`config.mk`:
```
export PLATFORM = sky130hd
export DESIGN_NAME = core2axi_arbiter_flat
export DESIGN_NICKNAME = d
export VERILOG_FILES = /design/src/rtl/core2axi_arb_pkg.sv /design/src/rtl/core2axi_arbiter_if.sv /design/src/rtl/core2axi_rr_sel.sv /design/src/rtl/core2axi_arbiter.sv /design/src/flat_wrapper.sv
export SDC_FILE = /design/constraint.sdc
export NUM_CORES = 1
export LEC_CHECK = 0
export BUFFER_PORTS_ARGS = -buffer_cell sky130_fd_sc_hd__buf_2
export CAP_MARGIN = 15
export CORE_ASPECT_RATIO = 0.5
export CORE_MARGIN = 10
export CORE_UTILIZATION = 25
export CTS_BUF_LIST = sky130_fd_sc_hd__clkbuf_4 sky130_fd_sc_hd__clkbuf_8
export DETAILED_ROUTE_END_ITERATION = 12
export PLACE_DENSITY = 0.79
export SLEW_MARGIN = 0
export SYNTH_ARGS = -nofsm -noshare
export SYNTH_HDL_FRONTEND = slang
export SYNTH_SLANG_ARGS = --single-unit
export TNS_END_PERCENT = 1
```
`constraint.sdc`:
```
create_clock -name clk_i -period 1.3 [get_ports clk_i]
set_input_delay 0.13 -clock clk_i [delete_from_list [all_inputs] [get_ports clk_i]]
set_output_delay 0.13 -clock clk_i [all_outputs]
set_load 0.02 [all_outputs]
```
`src/rtl/core2axi_arb_pkg.sv`:
```
// Shared types and constants for the core-to-AXI request arbiter.
package core2axi_arb_pkg;

  localparam int unsigned BE_WIDTH   = 4;
  localparam int unsigned DATA_WIDTH = 32;

  typedef enum logic [1:0] {
    ST_IDLE = 2'd0,
    ST_LOCK = 2'd1,
    ST_RESP = 2'd2
  } arb_state_e;

endpackage

```
`src/rtl/core2axi_arbiter_if.sv`:
```
// Core-side requester bundle plus bridge-side request/response bundle.
interface core2axi_arbiter_if
  import core2axi_arb_pkg::*;
#(
  parameter int unsigned N_MASTERS  = 2,
  parameter int unsigned ADDR_WIDTH = 32
) ();

  logic [N_MASTERS-1:0]                  req_i;
  logic [N_MASTERS-1:0]                  gnt_o;
  logic [N_MASTERS-1:0]                  rvalid_o;
  logic [N_MASTERS-1:0][ADDR_WIDTH-1:0]  addr_i;
  logic [N_MASTERS-1:0]                  we_i;
  logic [N_MASTERS-1:0][BE_WIDTH-1:0]    be_i;
  logic [N_MASTERS-1:0][DATA_WIDTH-1:0]  wdata_i;
  logic [DATA_WIDTH-1:0]                 rdata_o;

  logic                                  data_req_o;
  logic                                  data_gnt_i;
  logic                                  data_rvalid_i;
  logic [ADDR_WIDTH-1:0]                 data_addr_o;
  logic                                  data_we_o;
  logic [BE_WIDTH-1:0]                   data_be_o;
  logic [DATA_WIDTH-1:0]                 data_wdata_o;
  logic [DATA_WIDTH-1:0]                 data_rdata_i;

  modport slave (
    input  req_i, addr_i, we_i, be_i, wdata_i,
    input  data_gnt_i, data_rvalid_i, data_rdata_i,
    output gnt_o, rvalid_o, rdata_o,
    output data_req_o, data_addr_o, data_we_o, data_be_o, data_wdata_o
  );

  modport master (
    output req_i, addr_i, we_i, be_i, wdata_i,
    output data_gnt_i, data_rvalid_i, data_rdata_i,
    input  gnt_o, rvalid_o, rdata_o,
    input  data_req_o, data_addr_o, data_we_o, data_be_o, data_wdata_o
  );

endinterface

```
`src/rtl/core2axi_rr_sel.sv`:
```
// Combinational round-robin pick: first set request at or after i_ptr, wrapping.
module core2axi_rr_sel #(
  parameter int unsigned N_MASTERS = 2
) (
  input  logic [N_MASTERS-1:0]         i_req,
  input  logic [$clog2(N_MASTERS)-1:0] i_ptr,
  output logic [$clog2(N_MASTERS)-1:0] o_idx,
  output logic                         o_valid
);

  localparam int unsigned IDX_W = $clog2(N_MASTERS);

  logic [IDX_W-1:0] w_cand;

  always_comb begin
    o_valid = 1'b0;
    o_idx   = '0;
    w_cand  = '0;
    for (int unsigned k = 0; k < N_MASTERS; k++) begin
      w_cand = IDX_W'((32'(i_ptr) + k) % N_MASTERS);
      if (!o_valid && i_req[w_cand]) begin
        o_valid = 1'b1;
        o_idx   = w_cand;
      end
    end
  end

endmodule

```
`src/rtl/core2axi_arbiter.sv`:
```
// Round-robin arbiter sharing one AXI bridge port among N_MASTERS core requesters.
module core2axi_arbiter
  import core2axi_arb_pkg::*;
#(
  parameter int unsigned N_MASTERS  = 2,
  parameter int unsigned ADDR_WIDTH = 32
) (
  input logic               clk_i,
  input logic               rst_ni,
  core2axi_arbiter_if.slave bus
);

  localparam int unsigned      IDX_W = $clog2(N_MASTERS);
  localparam logic [IDX_W-1:0] LAST  = IDX_W'(N_MASTERS - 1);

  arb_state_e        state_q;
  logic [IDX_W-1:0]  owner_q;
  logic [IDX_W-1:0]  rr_q;

  logic [IDX_W-1:0]      w_win;
  logic                  w_win_valid;
  logic [IDX_W-1:0]      w_sel;
  logic                  w_active;
  logic                  w_req;
  logic                  w_fire;
  logic [ADDR_WIDTH-1:0] w_addr;

  function automatic logic [IDX_W-1:0] next_ptr(input logic [IDX_W-1:0] p);
    return (p == LAST) ? '0 : p + IDX_W'(1);
  endfunction

  core2axi_rr_sel #(
    .N_MASTERS (N_MASTERS)
  ) u_rr_sel (
    .i_req   (bus.req_i),
    .i_ptr   (rr_q),
    .o_idx   (w_win),
    .o_valid (w_win_valid)
  );

  // The selection cycle forwards the winner directly; afterwards only owner_q drives the bridge.
  always_comb begin
    w_sel    = (state_q == ST_IDLE) ? w_win : owner_q;
    w_active = ((state_q == ST_IDLE) && w_win_valid) || (state_q == ST_LOCK);
    w_req    = 1'b0;
    if (state_q == ST_IDLE)      w_req = w_win_valid;
    else if (state_q == ST_LOCK) w_req = bus.req_i[owner_q];
    w_fire   = w_req && bus.data_gnt_i;
    w_addr   = w_active ? bus.addr_i[w_sel] : '0;
  end

  always_comb begin
    bus.gnt_o        = '0;
    bus.rvalid_o     = '0;
    bus.rdata_o      = bus.data_rdata_i;
    bus.data_req_o   = w_req;
    bus.data_addr_o  = w_addr;
    bus.data_we_o    = 1'b0;
    bus.data_be_o    = '0;
    bus.data_wdata_o = '0;
    if (w_active) begin
      bus.data_we_o    = bus.we_i[w_sel];
      bus.data_be_o    = bus.be_i[w_sel];
      bus.data_wdata_o = bus.wdata_i[w_sel];
    end
    bus.gnt_o[w_sel] = w_fire;
    if ((state_q == ST_RESP) && bus.data_rvalid_i) begin
      bus.rvalid_o[owner_q] = 1'b1;
    end
  end

  always_ff @(posedge clk_i) begin
    if (!rst_ni) begin
      state_q <= ST_IDLE;
      owner_q <= '0;
      rr_q    <= '0;
    end else begin
      case (state_q)
        ST_IDLE: begin
          if (w_win_valid) begin
            owner_q <= w_win;
            if (bus.data_gnt_i) begin
              rr_q    <= next_ptr(w_win);
              state_q <= ST_RESP;
            end else begin
              state_q <= ST_LOCK;
            end
          end
        end
        ST_LOCK: begin
          if (w_fire) begin
            rr_q    <= next_ptr(owner_q);
            state_q <= ST_RESP;
          end
        end
        ST_RESP: begin
          if (bus.data_rvalid_i) state_q <= ST_IDLE;
        end
        default: state_q <= ST_IDLE;
      endcase
    end
  end

  // An owner must keep requesting until it has been granted.
  a_owner_holds_req: assert property (
    @(posedge clk_i) disable iff (!rst_ni)
    (state_q == ST_LOCK) |-> bus.req_i[owner_q]
  );

endmodule

```
`src/flat_wrapper.sv`:
```
// flat-port wrapper written by rule: the top's interface ports become plain ports
module core2axi_arbiter_flat import core2axi_arb_pkg::*;
#(
  parameter int unsigned N_MASTERS  = 2,
  parameter int unsigned ADDR_WIDTH = 32
)
  (clk_i, rst_ni, bus_req_i, bus_addr_i, bus_we_i, bus_be_i, bus_wdata_i, bus_data_gnt_i, bus_data_rvalid_i, bus_data_rdata_i, bus_gnt_o, bus_rvalid_o, bus_rdata_o, bus_data_req_o, bus_data_addr_o, bus_data_we_o, bus_data_be_o, bus_data_wdata_o);
  core2axi_arbiter_if #(.N_MASTERS(N_MASTERS), .ADDR_WIDTH(ADDR_WIDTH)) bus_i ();
  input logic clk_i;
  input logic rst_ni;
  input wire logic [$bits(bus_i.req_i)-1:0] bus_req_i;
  input wire logic [$bits(bus_i.addr_i)-1:0] bus_addr_i;
  input wire logic [$bits(bus_i.we_i)-1:0] bus_we_i;
  input wire logic [$bits(bus_i.be_i)-1:0] bus_be_i;
  input wire logic [$bits(bus_i.wdata_i)-1:0] bus_wdata_i;
  input wire logic [$bits(bus_i.data_gnt_i)-1:0] bus_data_gnt_i;
  input wire logic [$bits(bus_i.data_rvalid_i)-1:0] bus_data_rvalid_i;
  input wire logic [$bits(bus_i.data_rdata_i)-1:0] bus_data_rdata_i;
  output wire logic [$bits(bus_i.gnt_o)-1:0] bus_gnt_o;
  output wire logic [$bits(bus_i.rvalid_o)-1:0] bus_rvalid_o;
  output wire logic [$bits(bus_i.rdata_o)-1:0] bus_rdata_o;
  output wire logic [$bits(bus_i.data_req_o)-1:0] bus_data_req_o;
  output wire logic [$bits(bus_i.data_addr_o)-1:0] bus_data_addr_o;
  output wire logic [$bits(bus_i.data_we_o)-1:0] bus_data_we_o;
  output wire logic [$bits(bus_i.data_be_o)-1:0] bus_data_be_o;
  output wire logic [$bits(bus_i.data_wdata_o)-1:0] bus_data_wdata_o;
  assign bus_i.req_i = bus_req_i;
  assign bus_i.addr_i = bus_addr_i;
  assign bus_i.we_i = bus_we_i;
  assign bus_i.be_i = bus_be_i;
  assign bus_i.wdata_i = bus_wdata_i;
  assign bus_i.data_gnt_i = bus_data_gnt_i;
  assign bus_i.data_rvalid_i = bus_data_rvalid_i;
  assign bus_i.data_rdata_i = bus_data_rdata_i;
  assign bus_gnt_o = bus_i.gnt_o;
  assign bus_rvalid_o = bus_i.rvalid_o;
  assign bus_rdata_o = bus_i.rdata_o;
  assign bus_data_req_o = bus_i.data_req_o;
  assign bus_data_addr_o = bus_i.data_addr_o;
  assign bus_data_we_o = bus_i.data_we_o;
  assign bus_data_be_o = bus_i.data_be_o;
  assign bus_data_wdata_o = bus_i.data_wdata_o;
  core2axi_arbiter #(.N_MASTERS(N_MASTERS), .ADDR_WIDTH(ADDR_WIDTH)) u_core (.clk_i(clk_i), .rst_ni(rst_ni), .bus(bus_i));
endmodule
```
==> results.yml <==
outcome:
  status: "finished, violations left"
  failed_checks: "setup timing"
sta:
  hold_viol: 0
  grt_setup_unrepaired: "true"
  worst_slack_ps: -592
  setup_tns_ps: -37800
  finalSetupViolCount: 75
  fmaxAchievable_ghz: 0.529
  slew_headroom_pct: 83.1
  tightest_slew_ps: 253
  clock_skew_ps: 0.516
  period_needed_ps: 1890
  timing_max_transition_violations_final: 0
  final_min_period_over_clock_period_pct: 146
grt:
  globalRouteOverflowTotal: 0
  antenna_violations_before_repair: 0
  via_count_of_the_first_global_routing_pass: 2259
  grt_first_pass_wirelength_um: 12000
  gr-usage-all-layers_pct: 14.0
  grt_start_max_net_pins: 45
power_and_ir_drop:
  p_leak_nw: 1.92
  combPwrFrac_pct: 82.0
  total_switching_power_mw: 1.04
  max-vdd-ir-drop_mv: 0.285
  power.density_nw_per_um2: 760
  sw_frac_of_total_pct: 47.0
  clock_power_share_pct: 11.6
  seqPwrFrac_pct: 6.4
  intPower_mw: 1.17
yosys:
  post_synth_main_area_contributors: "mux2i_1 (43%), nor2_1 (17%), buf_4 (15%)"
  yosys_warnings: 0
  netlist.area_leader.share_pct: 43.2
  synth_ff_type: "dfxtp_1"
  number_of_flops_mapped_to_enable_cells_by_yosys: 0
  post-synth-top-count-cell: "nor2_1"
  yosysSeqAreaShare_pct: 5.00
  synth.avg_cell_area_um2: 7.24
  postSynthCellCount: 221
  total_nets_after_synthesis: 397
  post_synth_num_cell_types: 25
  synth_top_area_cell: "mux2i_1"
  mappedNetlistArea_um2: 1600
  synth.cells.most_frequent: "nor2_1 (72), mux2i_1 (69), buf_4 (32)"
  postSynth.asyncResetShare_pct: 0
  ys_ff_latch: 4
placement:
  placement.cell_area_um2: 2630
  detailedPlacementHpwl_um: 6980
  routabilityCongestion: 0.888
  place_worst_setup_slack_ps: -417
  port-buffer-count: 217
floorplanning:
  die_w_um: 133
  dieHeight_um: 76.6
  floorplan.initialDensity_pct: 26.1
  die_area_um2: 10200
  placement_rows: 20
  area_inside_the_core_boundary_um2: 6130
  ios: 282
worst_setup_path:
  worstSetupEndpointType: "output port"
  timing.setup.critical_path_class: "register to output port"
  r2r_start: "u_core.state_q[0]"
  rr_endpoint: "u_core.rr_q"
  timing.critical_path.to: "bus_data_addr_o[23]"
  worst-endpoint-arrival_ps: 1760
  cp.required_ps: 1170
  timing.critical_path.from: "u_core.state_q[0]"
  timing.reg2reg.setup_slack_ps: -40
  startpoint_type: "register"
  worst-path-max-fanout: 25
  reg2regPathDepth: 5
cts:
  cts.path.max_buffers: 2
  cts_inserted_buffers: 3
  clk-insertion-delay-late_ps: 210
  cts.htree.levels: 1
  cts_tree: "done"
  root_buffer: "clkbuf_8"
  clk_transition_reported_paths_ps: 30
  tritoncts_num_sinks: 4
final_layout:
  syn_to_final_growth_pct: 81.9
  ratio_of_cells_with_drive_above_1_in_the_final_layout_pct: 62.3
  finish.utilization_pct: 47.5
  design_area_um2: 2910
  nFillCells: 597
  antennaDiodeCount: 0
  layout.nets: 594
detailed_routing:
  detailed_route_wl_um: 8310
  initialDrtViolationCount: 131
  avgViaCountPerCell: 4.38
  remaining_routing_drc_violations: 0
  drt-wirelength-per-cell_um: 16.5
  postRouteAntennaNets: 0
  drtPass1Iterations: 4
  detailed_route_via_count: 2207
flow_run:
  drv.max_cap_violation_count: 0
hold_path:
  min-delay-path-class: "primary input to register"
==> cells in the final DEF (no fill, tap or decap), drive strengths merged, types with 3 or more instances in the layout <==
cell type / count
buf: 238
nor3: 5
nor2b: 3
nor2: 72
dfxtp: 4
clkbuf: 5
mux2i: 69
==> worst max-delay path, stage by stage (launching register included) <==
cell	delay, ps
dfxtp_4	350
o21a_1	200
a31oi_4	250
buf_12	240
mux2i_1	270
nor2_1	70
buf_2	160
==> registers in the layout (all words and copies together) (netlist names) <==
signal,flops
u_core.owner_q,1
u_core.rr_q,1
u_core.state_q,2
==> cell type report <==
class | count | area [um2] | share of cell area [%]
Timing Repair Buffer | 240 | 1450 | 49.7
Clock buffer | 3 | 41.3 | 1.42
Inverter | 2 | 7.51 | 0.258
Multi-Input combinational cell | 167 | 1220 | 41.9
Tap cell | 88 | 110 | 3.78
Sequential cell | 4 | 85.1 | 2.92
==> timing repair <==
item / 4_1_cts / 5_1_grt
cloned: 1 / 2
hold buffers: 0 / 0
gates resized for setup: 18 / 31
pin swaps: 1 / 5
setup buffers: 2 / 1
setup endpoints to repair: 76 / 77
==> layer usage <==
layer,wire length (um),vias to the layer above,global-route usage [%]
li1,-,1102,-
met1,3090,1009,14.2
met2,4500,86,27.4
met3,633,10,3.88
met4,88,0,3.89
met5,0,-,0
==> cells by family after synthesis <==
logic type	after synthesis	synth area share, %
AND/OR/NAND/NOR	89	22.9
multiplexers	69	43.2
buffers and inverters	50	25.2
AO/OA/AOI/OAI	9	3.75
flip-flops	4	5.00
==> power groups by stage <==
stage | clock network, mW | registers (mW) | logic [mW]
5_1_grt | 0.280 | 0.144 | 1.94
2_1_floorplan | 0 | 0.144 | 1.15
3_5_place_dp | 0 | 0.143 | 1.64
6_report | 0.256 | 0.142 | 1.81
4_1_cts | 0.267 | 0.141 | 1.72
3_3_place_gp | 0 | 0.143 | 1.62
==> how the worst min path moves through the flow <==
stage / startpoint / end / slack, ps / cells after the start
after floorplan: rst_ni / u_core.state_q[1] / 250 / 1
after global routing: rst_ni / u_core.state_q[1] / 180 / 2
after detailed placement: bus_data_rdata_i[13] / bus_rdata_o[13] / 260 / 0
after CTS: rst_ni / u_core.state_q[1] / 170 / 2
after global placement: bus_data_rdata_i[13] / bus_rdata_o[13] / 260 / 0
final: rst_ni / u_core.state_q[1] / 170 / 2
==> stage by stage <==
stage	power [mW]	hold WS, ps	cells
5_1_grt	2.37	181	504
3_5_place_dp	1.78	260	496
4_1_cts	2.13	175	502
3_3_place_gp	1.76	260	496
6_report	2.21	174	504
2_1_floorplan	1.29	248	221
No activity file was read; power rests on OpenSTA's default activity.
